==> config.mk <==
export PLATFORM = sky130hd
export DESIGN_NAME = tl_addr_decode
export DESIGN_NICKNAME = d
export VERILOG_FILES = /design/src/rtl/tl_ul_pkg.sv /design/src/rtl/tl_addr_decode_tracker.sv /design/src/rtl/tl_addr_decode.sv
export SDC_FILE = /design/constraint.sdc
export NUM_CORES = 1
export LEC_CHECK = 0
export ABC_CLOCK_PERIOD_IN_PS = 3400
export CORE_AREA = 3 3 134 136
export CTS_CLUSTER_DIAMETER = 100
export CTS_CLUSTER_SIZE = 16
export DETAILED_ROUTE_END_ITERATION = 12
export DIE_AREA = 0 0 137 139
export PLACE_DENSITY = 0.56
export SKIP_CTS_REPAIR_TIMING = 1
export SLEW_MARGIN = 20
export SYNTH_ARGS = -nofsm -noshare
export SYNTH_HDL_FRONTEND = slang
export SYNTH_SLANG_ARGS = --single-unit
==> constraint.sdc <==
create_clock -name clock -period 3.4 [get_ports clock]
set_input_delay 0.85 -clock clock [delete_from_list [all_inputs] [get_ports clock]]
set_output_delay 0.85 -clock clock [all_outputs]
set_load 0.01 [all_outputs]
==> src/rtl/tl_ul_pkg.sv <==
// Shared TL-UL definitions: opcode constants, channel field widths and the
// routing target type used by the address decoder and its tracker.
package tl_ul_pkg;

   // Channel field widths
   localparam int unsigned OPCODE_W = 3;
   localparam int unsigned PARAM_W  = 3;
   localparam int unsigned SIZE_W   = 2;
   localparam int unsigned MASK_W   = 4;
   localparam int unsigned DATA_W   = 32;

   // Outstanding-count width; covers MAX_OUT up to 15
   localparam int unsigned CNT_W = 4;

   // A-channel opcodes
   localparam logic [OPCODE_W-1:0] PutFull    = 3'd0;
   localparam logic [OPCODE_W-1:0] PutPartial = 3'd1;
   localparam logic [OPCODE_W-1:0] Get        = 3'd4;

   // D-channel opcodes
   localparam logic [OPCODE_W-1:0] AccessAck     = 3'd0;
   localparam logic [OPCODE_W-1:0] AccessAckData = 3'd1;

   // Downstream port a request is routed to
   typedef enum logic {
      TgtDev = 1'b0,
      TgtErr = 1'b1
   } tgt_e;

endpackage

==> src/rtl/tl_addr_decode_tracker.sv <==
// Outstanding-request tracker for tl_addr_decode.
// Holds the outstanding count and the target currently owning the in-flight
// requests, and decides whether a new A beat may be issued.
// Ports:
//   clock, reset_n  - clock, asynchronous active-low reset
//   dec_tgt         - decoded target of the current A beat
//   a_fire, d_fire  - host A / host D handshakes this cycle
//   cnt, tgt        - outstanding count and owning target
//   allow           - current A beat may be issued
//   busy            - at least one request outstanding
module tl_addr_decode_tracker
   import tl_ul_pkg::*;
#(
   parameter int unsigned MAX_OUT = 4
) (
   input  logic             clock,
   input  logic             reset_n,
   input  tgt_e             dec_tgt,
   input  logic             a_fire,
   input  logic             d_fire,
   output logic [CNT_W-1:0] cnt,
   output tgt_e             tgt,
   output logic             allow,
   output logic             busy
);

   localparam logic [CNT_W-1:0] MaxCnt = MAX_OUT[CNT_W-1:0];

   logic [CNT_W-1:0] cnt_q, cnt_d;
   tgt_e             tgt_q, tgt_d;

   assign busy = (cnt_q != '0);

   // A target switch is only possible once every earlier response is back,
   // which keeps responses in request order across the two ports.
   assign allow = (cnt_q < MaxCnt) && (!busy || (tgt_q == dec_tgt));

   always_comb begin
      cnt_d = cnt_q;
      tgt_d = tgt_q;
      unique case ({a_fire, d_fire})
         2'b10:   cnt_d = cnt_q + CNT_W'(1);
         2'b01:   cnt_d = cnt_q - CNT_W'(1);
         default: cnt_d = cnt_q;
      endcase
      if (a_fire && !busy) begin
         tgt_d = dec_tgt;
      end
   end

   always_ff @(posedge clock or negedge reset_n) begin
      if (!reset_n) begin
         cnt_q <= '0;
         tgt_q <= TgtDev;
      end else begin
         cnt_q <= cnt_d;
         tgt_q <= tgt_d;
      end
   end

   assign cnt = cnt_q;
   assign tgt = tgt_q;

endmodule

==> src/rtl/tl_addr_decode.sv <==
// TL-UL address decoder: routes host A beats to the device when the address
// falls in the device region, otherwise to an error responder, and returns
// D beats from whichever port owns the outstanding requests.
// Optional feature macro: TL_ADDR_DECODE_ERR_LOG_EN enables a sticky log of
// the first decode-miss address; without it the log outputs read 0.
// Ports:
//   clock, reset_n     - clock, asynchronous active-low reset
//   h_a_* / h_d_*      - host A (in) and D (out) channels
//   dev_a_* / dev_d_*  - device A (out) and D (in) channels
//   err_a_* / err_d_*  - error responder A (out) and D (in) channels
//   err_log_valid/addr - sticky miss flag and first miss address
//   err_log_clr        - clears the miss log
module tl_addr_decode
   import tl_ul_pkg::*;
#(
   parameter int unsigned       ADDR_W   = 14,
   parameter int unsigned       SRC_W    = 4,
   parameter int unsigned       MAX_OUT  = 4,
   parameter logic [ADDR_W-1:0] DEV_BASE = 14'h0000,
   parameter logic [ADDR_W-1:0] DEV_MASK = 14'h2000
) (
   input  logic                clock,
   input  logic                reset_n,
   // Host A
   input  logic                h_a_valid,
   output logic                h_a_ready,
   input  logic [OPCODE_W-1:0] h_a_opcode,
   input  logic [PARAM_W-1:0]  h_a_param,
   input  logic [SIZE_W-1:0]   h_a_size,
   input  logic [SRC_W-1:0]    h_a_source,
   input  logic [ADDR_W-1:0]   h_a_address,
   input  logic [MASK_W-1:0]   h_a_mask,
   input  logic [DATA_W-1:0]   h_a_data,
   // Host D
   output logic                h_d_valid,
   input  logic                h_d_ready,
   output logic [OPCODE_W-1:0] h_d_opcode,
   output logic [SIZE_W-1:0]   h_d_size,
   output logic [SRC_W-1:0]    h_d_source,
   output logic                h_d_denied,
   output logic [DATA_W-1:0]   h_d_data,
   // Device A
   output logic                dev_a_valid,
   input  logic                dev_a_ready,
   output logic [OPCODE_W-1:0] dev_a_opcode,
   output logic [PARAM_W-1:0]  dev_a_param,
   output logic [SIZE_W-1:0]   dev_a_size,
   output logic [SRC_W-1:0]    dev_a_source,
   output logic [ADDR_W-1:0]   dev_a_address,
   output logic [MASK_W-1:0]   dev_a_mask,
   output logic [DATA_W-1:0]   dev_a_data,
   // Device D
   input  logic                dev_d_valid,
   output logic                dev_d_ready,
   input  logic [OPCODE_W-1:0] dev_d_opcode,
   input  logic [SIZE_W-1:0]   dev_d_size,
   input  logic [SRC_W-1:0]    dev_d_source,
   input  logic                dev_d_denied,
   input  logic [DATA_W-1:0]   dev_d_data,
   // Error responder A
   output logic                err_a_valid,
   input  logic                err_a_ready,
   output logic [OPCODE_W-1:0] err_a_opcode,
   output logic [PARAM_W-1:0]  err_a_param,
   output logic [SIZE_W-1:0]   err_a_size,
   output logic [SRC_W-1:0]    err_a_source,
   output logic [ADDR_W-1:0]   err_a_address,
   output logic [MASK_W-1:0]   err_a_mask,
   output logic [DATA_W-1:0]   err_a_data,
   // Error responder D
   input  logic                err_d_valid,
   output logic                err_d_ready,
   input  logic [OPCODE_W-1:0] err_d_opcode,
   input  logic [SIZE_W-1:0]   err_d_size,
   input  logic [SRC_W-1:0]    err_d_source,
   input  logic                err_d_denied,
   input  logic [DATA_W-1:0]   err_d_data,
   // Miss log
   output logic                err_log_valid,
   output logic [ADDR_W-1:0]   err_log_addr,
   input  logic                err_log_clr
);

   logic             hit;
   tgt_e             dec_tgt;
   logic             allow;
   logic             busy;
   logic [CNT_W-1:0] cnt;
   tgt_e             tgt;
   logic             a_fire;
   logic             d_fire;

   assign hit     = ((h_a_address & DEV_MASK) == DEV_BASE);
   assign dec_tgt = hit ? TgtDev : TgtErr;

   // A channel: fields fan out unmodified, only valid is steered
   assign dev_a_valid = h_a_valid & allow & hit;
   assign err_a_valid = h_a_valid & allow & ~hit;
   assign h_a_ready   = allow & (hit ? dev_a_ready : err_a_ready);

   assign dev_a_opcode  = h_a_opcode;
   assign dev_a_param   = h_a_param;
   assign dev_a_size    = h_a_size;
   assign dev_a_source  = h_a_source;
   assign dev_a_address = h_a_address;
   assign dev_a_mask    = h_a_mask;
   assign dev_a_data    = h_a_data;

   assign err_a_opcode  = h_a_opcode;
   assign err_a_param   = h_a_param;
   assign err_a_size    = h_a_size;
   assign err_a_source  = h_a_source;
   assign err_a_address = h_a_address;
   assign err_a_mask    = h_a_mask;
   assign err_a_data    = h_a_data;

   // D channel: only the owning port is listened to, and only while busy, so
   // stray responses from the other port (or at idle) are never accepted.
   assign dev_d_ready = busy & (tgt == TgtDev) & h_d_ready;
   assign err_d_ready = busy & (tgt == TgtErr) & h_d_ready;

   always_comb begin
      h_d_valid  = 1'b0;
      h_d_opcode = dev_d_opcode;
      h_d_size   = dev_d_size;
      h_d_source = dev_d_source;
      h_d_denied = dev_d_denied;
      h_d_data   = dev_d_data;
      if (tgt == TgtDev) begin
         h_d_valid = busy & dev_d_valid;
      end else begin
         h_d_valid  = busy & err_d_valid;
         h_d_opcode = err_d_opcode;
         h_d_size   = err_d_size;
         h_d_source = err_d_source;
         h_d_denied = err_d_denied;
         h_d_data   = err_d_data;
      end
   end

   assign a_fire = h_a_valid & h_a_ready;
   assign d_fire = h_d_valid & h_d_ready;

   tl_addr_decode_tracker #(
      .MAX_OUT (MAX_OUT)
   ) u_tracker (
      .clock   (clock),
      .reset_n (reset_n),
      .dec_tgt (dec_tgt),
      .a_fire  (a_fire),
      .d_fire  (d_fire),
      .cnt     (cnt),
      .tgt     (tgt),
      .allow   (allow),
      .busy    (busy)
   );

`ifdef TL_ADDR_DECODE_ERR_LOG_EN
   logic              log_valid_q, log_valid_d;
   logic [ADDR_W-1:0] log_addr_q, log_addr_d;

   // Clear takes priority over a capture in the same cycle
   always_comb begin
      log_valid_d = log_valid_q;
      log_addr_d  = log_addr_q;
      if (err_log_clr) begin
         log_valid_d = 1'b0;
         log_addr_d  = '0;
      end else if (a_fire && !hit && !log_valid_q) begin
         log_valid_d = 1'b1;
         log_addr_d  = h_a_address;
      end
   end

   always_ff @(posedge clock or negedge reset_n) begin
      if (!reset_n) begin
         log_valid_q <= 1'b0;
         log_addr_q  <= '0;
      end else begin
         log_valid_q <= log_valid_d;
         log_addr_q  <= log_addr_d;
      end
   end

   assign err_log_valid = log_valid_q;
   assign err_log_addr  = log_addr_q;
`else
   logic unused_log_clr;
   assign unused_log_clr = err_log_clr;
   assign err_log_valid  = 1'b0;
   assign err_log_addr   = '0;
`endif

endmodule

# Yosys cells after proc, flatten, opt, wreduce, memory -nomap -nowiden

Index checks and enable logic that the tools add are counted.
Widths: inputs -> output; s select.

Multiplexer cells: 9
Divide/modulo/power cells: 0
Shifts and indexed selects: 0
Add/sub/neg operators: 2
Reduce and logical (&&, ||, !) cells: 7
Bitwise logic cells: 14
Magnitude comparators: 1
Eq/ne operators: 3
Multipliers: 0

Operator list:

| kind                | count |
|---|---|
| $mux 32             | 1 |
| $logic_not 14->1    | 1 |
| $and 1x1->1         | 12 |
| $pmux 4 s2          | 1 |
| $add 4x1->4 const B | 1 |
| $lt 4x3->1 const B  | 1 |
| $mux 1              | 4 |
| $mux 4              | 1 |
| $reduce_bool 4->1   | 1 |
| $sub 4x1->4 const B | 1 |
| $mux 3              | 1 |
| $eq 2x1->1 const B  | 1 |
| $eq 2x2->1 const B  | 1 |
| $logic_and 1x1->1   | 2 |
| $mux 2              | 1 |
| $not 1->1           | 2 |
| $reduce_bool 2->1   | 1 |
| $eq 1x1->1          | 1 |
| $logic_not 1->1     | 1 |
| $logic_or 1x1->1    | 1 |

Output and inout port bits: 187
RAM bits: 0
Register bits: 5
Memories: 0
Latch bits: 0
Word-level logic and storage cells: 38
Memory bits (read-only): 0
Input port bits: 155

# Longest topological paths before layout

Depth after elaboration: 9
Mapped depth: 9

# Modules after synthesis

Synthesis repeated with hierarchy kept, for this count alone.

Cells, all modules: 236
Area, all modules: 2215.9 sq um

By module, submodules not included:

| module                 | sequential area each (sq um) | cells each | area each (sq um) | instances |
|---|---|---|---|---|
| tl_addr_decode         | 0.0                          | 199        | 1816.7            | 1 |
| tl_addr_decode_tracker | 125.1                        | 37         | 399.1             | 1 |

# Worst setup path after synthesis

No wires, ideal clock.

Path kind: input port to flip-flop
From: input port h_a_address[13]
To: register u_tracker.cnt_q[3], in the netlist u_tracker.cnt[3]
Setup time: 0.131 ns
Buffers on the path: 0
Stages on the path: 8
Arrival: 2.705 ns
Slack: 0.564 ns
Cell sequence: xnor2_1 -> o211ai_1 -> or2_2 -> ha_1 -> ha_1 -> or4b_1 -> o311ai_1 -> o211ai_1

Word-level cells in the longest chain between the ends: 9
Elaborated cells on any way between the ends: 12

RTL lines:

| element                                                | line                         | source |
|---|---|---|
| from (decl)                                            | tl_addr_decode.sv:31         | `input logic [ADDR_W-1:0] h_a_address,` |
| $logic_not 14->1 (*)                                   | tl_addr_decode.sv:93         | `assign hit = ((h_a_address & DEV_MASK) == DEV_BASE);` |
| $mux 1                                                 | tl_addr_decode.sv:94         | `assign dec_tgt = hit ? TgtDev : TgtErr;` |
| $eq 1x1->1                                             | tl_addr_decode_tracker.sv:36 | `assign allow = (cnt_q < MaxCnt) && (!busy \|\| (tgt_q == dec_tgt));` |
| $logic_or 1x1->1                                       | tl_addr_decode_tracker.sv:36 |  |
| $logic_and 1x1->1                                      | tl_addr_decode_tracker.sv:36 |  |
| $and 1x1->1 (*)                                        | tl_addr_decode.sv:99         | `assign h_a_ready = allow & (hit ? dev_a_ready : err_a_ready);` |
| $and 1x1->1 (*)                                        | tl_addr_decode.sv:141        | `assign a_fire = h_a_valid & h_a_ready;` |
| $eq 2x1->1 / $eq 2x2->1 (equally long branches)        | tl_addr_decode_tracker.sv:41 | `unique case ({a_fire, d_fire})` |
| $pmux 4 s2 / $reduce_bool 2->1 (equally long branches) | n/a                          |  |
| to (signal assigned)                                   | tl_addr_decode_tracker.sv:56 | `cnt_q <= cnt_d;` |
| to (decl)                                              | tl_addr_decode_tracker.sv:29 | `logic [CNT_W-1:0] cnt_q, cnt_d;` |

Mark *: on every way between the ends. The rest lies on a longest branch, timed or not.
A chain may end at the register's enable or synchronous reset.

# Final worst setup path

From: input port h_a_address[13]
To: output port err_a_valid

Word-level cells in the longest chain between the ends: 7
Elaborated cells on any way between the ends: 8

RTL lines:

| element              | line                         | source |
|---|---|---|
| $logic_not 14->1 (*) | tl_addr_decode.sv:93         |  |
| $mux 1               | tl_addr_decode.sv:94         |  |
| $eq 1x1->1           | tl_addr_decode_tracker.sv:36 |  |
| $logic_or 1x1->1     | tl_addr_decode_tracker.sv:36 |  |
| $logic_and 1x1->1    | tl_addr_decode_tracker.sv:36 |  |
| $and 1x1->1          | tl_addr_decode.sv:98         | `assign err_a_valid = h_a_valid & allow & ~hit;` |
| $and 1x1->1 (*)      | tl_addr_decode.sv:98         |  |
| to (decl)            | tl_addr_decode.sv:61         | `output logic err_a_valid,` |

Marked as above.

==> qor.csv <==
stage,metric,value,unit
cts,clk_latency,0.23,ns
synth,netlist_area,2030,um^2
finish,antennaDiodeCount,0,
setup_path,path_cells,"clkdlybuf4s50_1, xnor2_1, o211ai_1, nor2_1, clkdlybuf4s50_1",
pwr,p_leak,1.07,nW
finish,nets,421,
finish,area_growth,39.3,%
die,die_w,137,um
sta,maxSlewViolCount,0,
route,post_drt_via_cell_ratio,3.13,
cts,cts_inserted_buffers,3,
setup_path,slowest_delay,0.55,ns
sta,rsz0062_at_grt,no,
worst_hold_path,hold_class,reg2reg,
pwr,power_density,330,nW/um^2
cts,clock_sinks,5,
synth,synth_cell_types,28,
cts,max-clock-path-buffers,2,
synth,syn_inst,241,
die,die_h,139,um
route,drc,0,
setup_path,critical_path.top_delay_family,buffers and inverters,
die,std_cell_rows,48,
route,routed_wl,6920,um
die,top_level_ports,342,
sta,fin_crit_sh,94.0,%
grt,grt_pass1_wl,9070,um
finish,fin_cells,486,
setup_path,critical_path_buf_inv_count,2,
setup_path,critical_path_class,in2out,
cts,clk_pin_slew,0.03,ns
route,wl_per_cell,14.2,um
setup_path,cp.arrival,2.34,ns
route,dr.pass1.iters,4,
grt,antenna_found_initial,0,
sta,finalSetupViolCount,0,
setup_path,crit_path_max_fanout,3,
place,dpl.hpwl,5990,um
sta,fmax,313,MHz
route,ant_nets,0,
setup_path,crit_top_cell,clkdlybuf4s50_1,
cts,cts_tree,done,
sta,hold_viol_final,0,
die,fp.coreArea,17100,um^2
die,dieArea,19000,um^2
grt,grt_pass1_vias,1620,
setup_path,crit_required,2.55,ns
sta,finClkSkew,0.00164,ns
setup_path,end_kind,output port,
grt,grt-ovfl-total,0,
sta,worst_slack,0.205,ns
grt,grt_max_degree,38,
synth,ys_warn_count,0,
cts,htreeDepth,1,
setup_path,cp_slowest_cell,clkdlybuf4s50_1,
die,start_util,11.9,%
place,gp_congestion,0.704,
synth,ys_ff_latch,5,
synth,syn_area_per_cell,8.42,um^2
sta,min_period,3.19,ns
pwr,irDropWorstVdd,0.129,mV
route,vias,1523,
grt,track_usage,6.21,%
place,numPortBuffers,142,
synth,ys_seq_area_share,6.17,%
place,dp_cells,482,
job,max_cap_viol_count,0,
place,dp_slack,-0.0142,ns
status,status,"complete, no violations",
cts,cts_root_buf,clkbuf_16,
setup_path,worstSetupStartpointType,primary input,
finish,drive_gt1_share,21.1,%
route,drt_first_iter_violations,22,
-- power breakdown --
part	internal, mW	switching [mW]	leakage (nW)
combinational	0.371	0.238	0.975
sequential	0.0863	0.0459	0.0567
clock	0.155	0.0364	0.0382
-- through the flow --
stage / hold WS (ns) / total power [mW] / instance area [um^2] / setup TNS, ns / util (%)
floorplan: 0.515 / 0.599 / 2080 / 0 / -
global placement: 0.563 / 0.738 / 2750 / 0 / 16.1
detailed placement: 0.574 / 0.751 / 2750 / -0.0142 / 16.1
CTS: 0.580 / 0.951 / 2820 / -0.00345 / 16.6
global route: 0.628 / 1.00 / 2830 / 0 / 16.6
finish: 0.567 / 0.933 / 2830 / 0 / 16.6
-- cell families after synthesis --
logic type | after synthesis | synth area share [%]
compound gates | 10 | 3.45
xor+xnor | 3 | 1.29
fa+ha+maj | 4 | 2.84
buf+inv | 151 | 55.1
flops | 5 | 6.17
mux | 46 | 25.3
other cells | 1 | 0.185
simple gates | 21 | 5.67
-- tightest hold or removal path: stages (launching register included) --
cell     delay [ns]
dfrtp_1        0.41
nand2_1        0.06
o21ai_0        0.06
-- layout by cell type, fill, tap and decap left out, types with 2 or more instances in the layout --
master,instances
nor3b_1,3
dfrtp_1,4
nand2_1,2
o211ai_1,2
nor2_1,8
o21ai_0,2
clkdlybuf4s50_1,141
nand3_1,3
conb_1,15
buf_4,5
inv_1,5
mux2i_1,3
clkbuf_16,3
ha_1,3
xnor2_1,2
a21oi_1,2
mux2_2,43
-- layout make-up --
| class | instances | area (um^2) |
|---|---|---|
| inverter | 5 | 18.8 |
| timing repair buffer | 148 | 1480 |
| tap | 225 | 282 |
| sequential | 5 | 126 |
| fill | 1874 | 14200 |
| multi-input combinational | 99 | 840 |
| clock buffer | 4 | 78.8 |
-- registers in the layout, indices dropped and copies added (netlist names) --
register and count:
u_tracker.cnt 4, u_tracker.tgt 1
-- routing by layer --
metal | vias up | global-route usage [%] | routed length, um
li1 | 681 | - | -
met1 | 647 | 5.37 | 2080
met2 | 167 | 10.1 | 3110
met3 | 28 | 5.88 | 1580
met4 | 0 | 1.94 | 145
met5 | - | 0 | 0
-- cell usage after synthesis --
library cell  instances  area (um^2)
a31oi_1               1         6.26
o21ai_0               2         10.0
o2bb2ai_1             1         8.76
conb_1                1         3.75
and3_1                1         6.26
mux2_2               43          484
nor4_1                1         6.26
ha_1                  3         37.5
buf_4               142         1070
fa_1                  1         20.0
a21oi_1               2         10.0
or2_2                 1         6.26
nand3_1               3         15.0
buf_6                 2         22.5
buf_2                 2         10.0
nor2_1                8         30.0
xor2_1                1         8.76
inv_1                 5         18.8
or4_4                 1         11.3
a2111o_1              1         11.3
xnor2_1               2         17.5
or4b_1                1         10.0
dfrtp_1               5          125
o211ai_1              2         15.0
nor3b_1               3         22.5
nand2_1               2         7.51
mux2i_1               3         30.0
o311ai_1              1         8.76
-- path summary, 6_finish.rpt --
path,slack [ns],start,to,cells past startpoint
max in group asynchronous,2.32,reset_n,u_tracker.tgt$_DFFE_PN0P_,1
setup / recovery,0.21,h_a_address[13],err_a_valid,5
min in group asynchronous,0.86,reset_n,u_tracker.cnt[2]$_DFFE_PN0P_,1
setup reg to reg,0.76,u_tracker.tgt$_DFFE_PN0P_,u_tracker.cnt[3]$_DFFE_PN0P_,8
hold / removal,0.57,u_tracker.cnt[2]$_DFFE_PN0P_,u_tracker.cnt[2]$_DFFE_PN0P_,2
hold reg to reg,0.57,u_tracker.cnt[2]$_DFFE_PN0P_,u_tracker.cnt[2]$_DFFE_PN0P_,2
No activity file was read; power rests on OpenSTA's default activity.
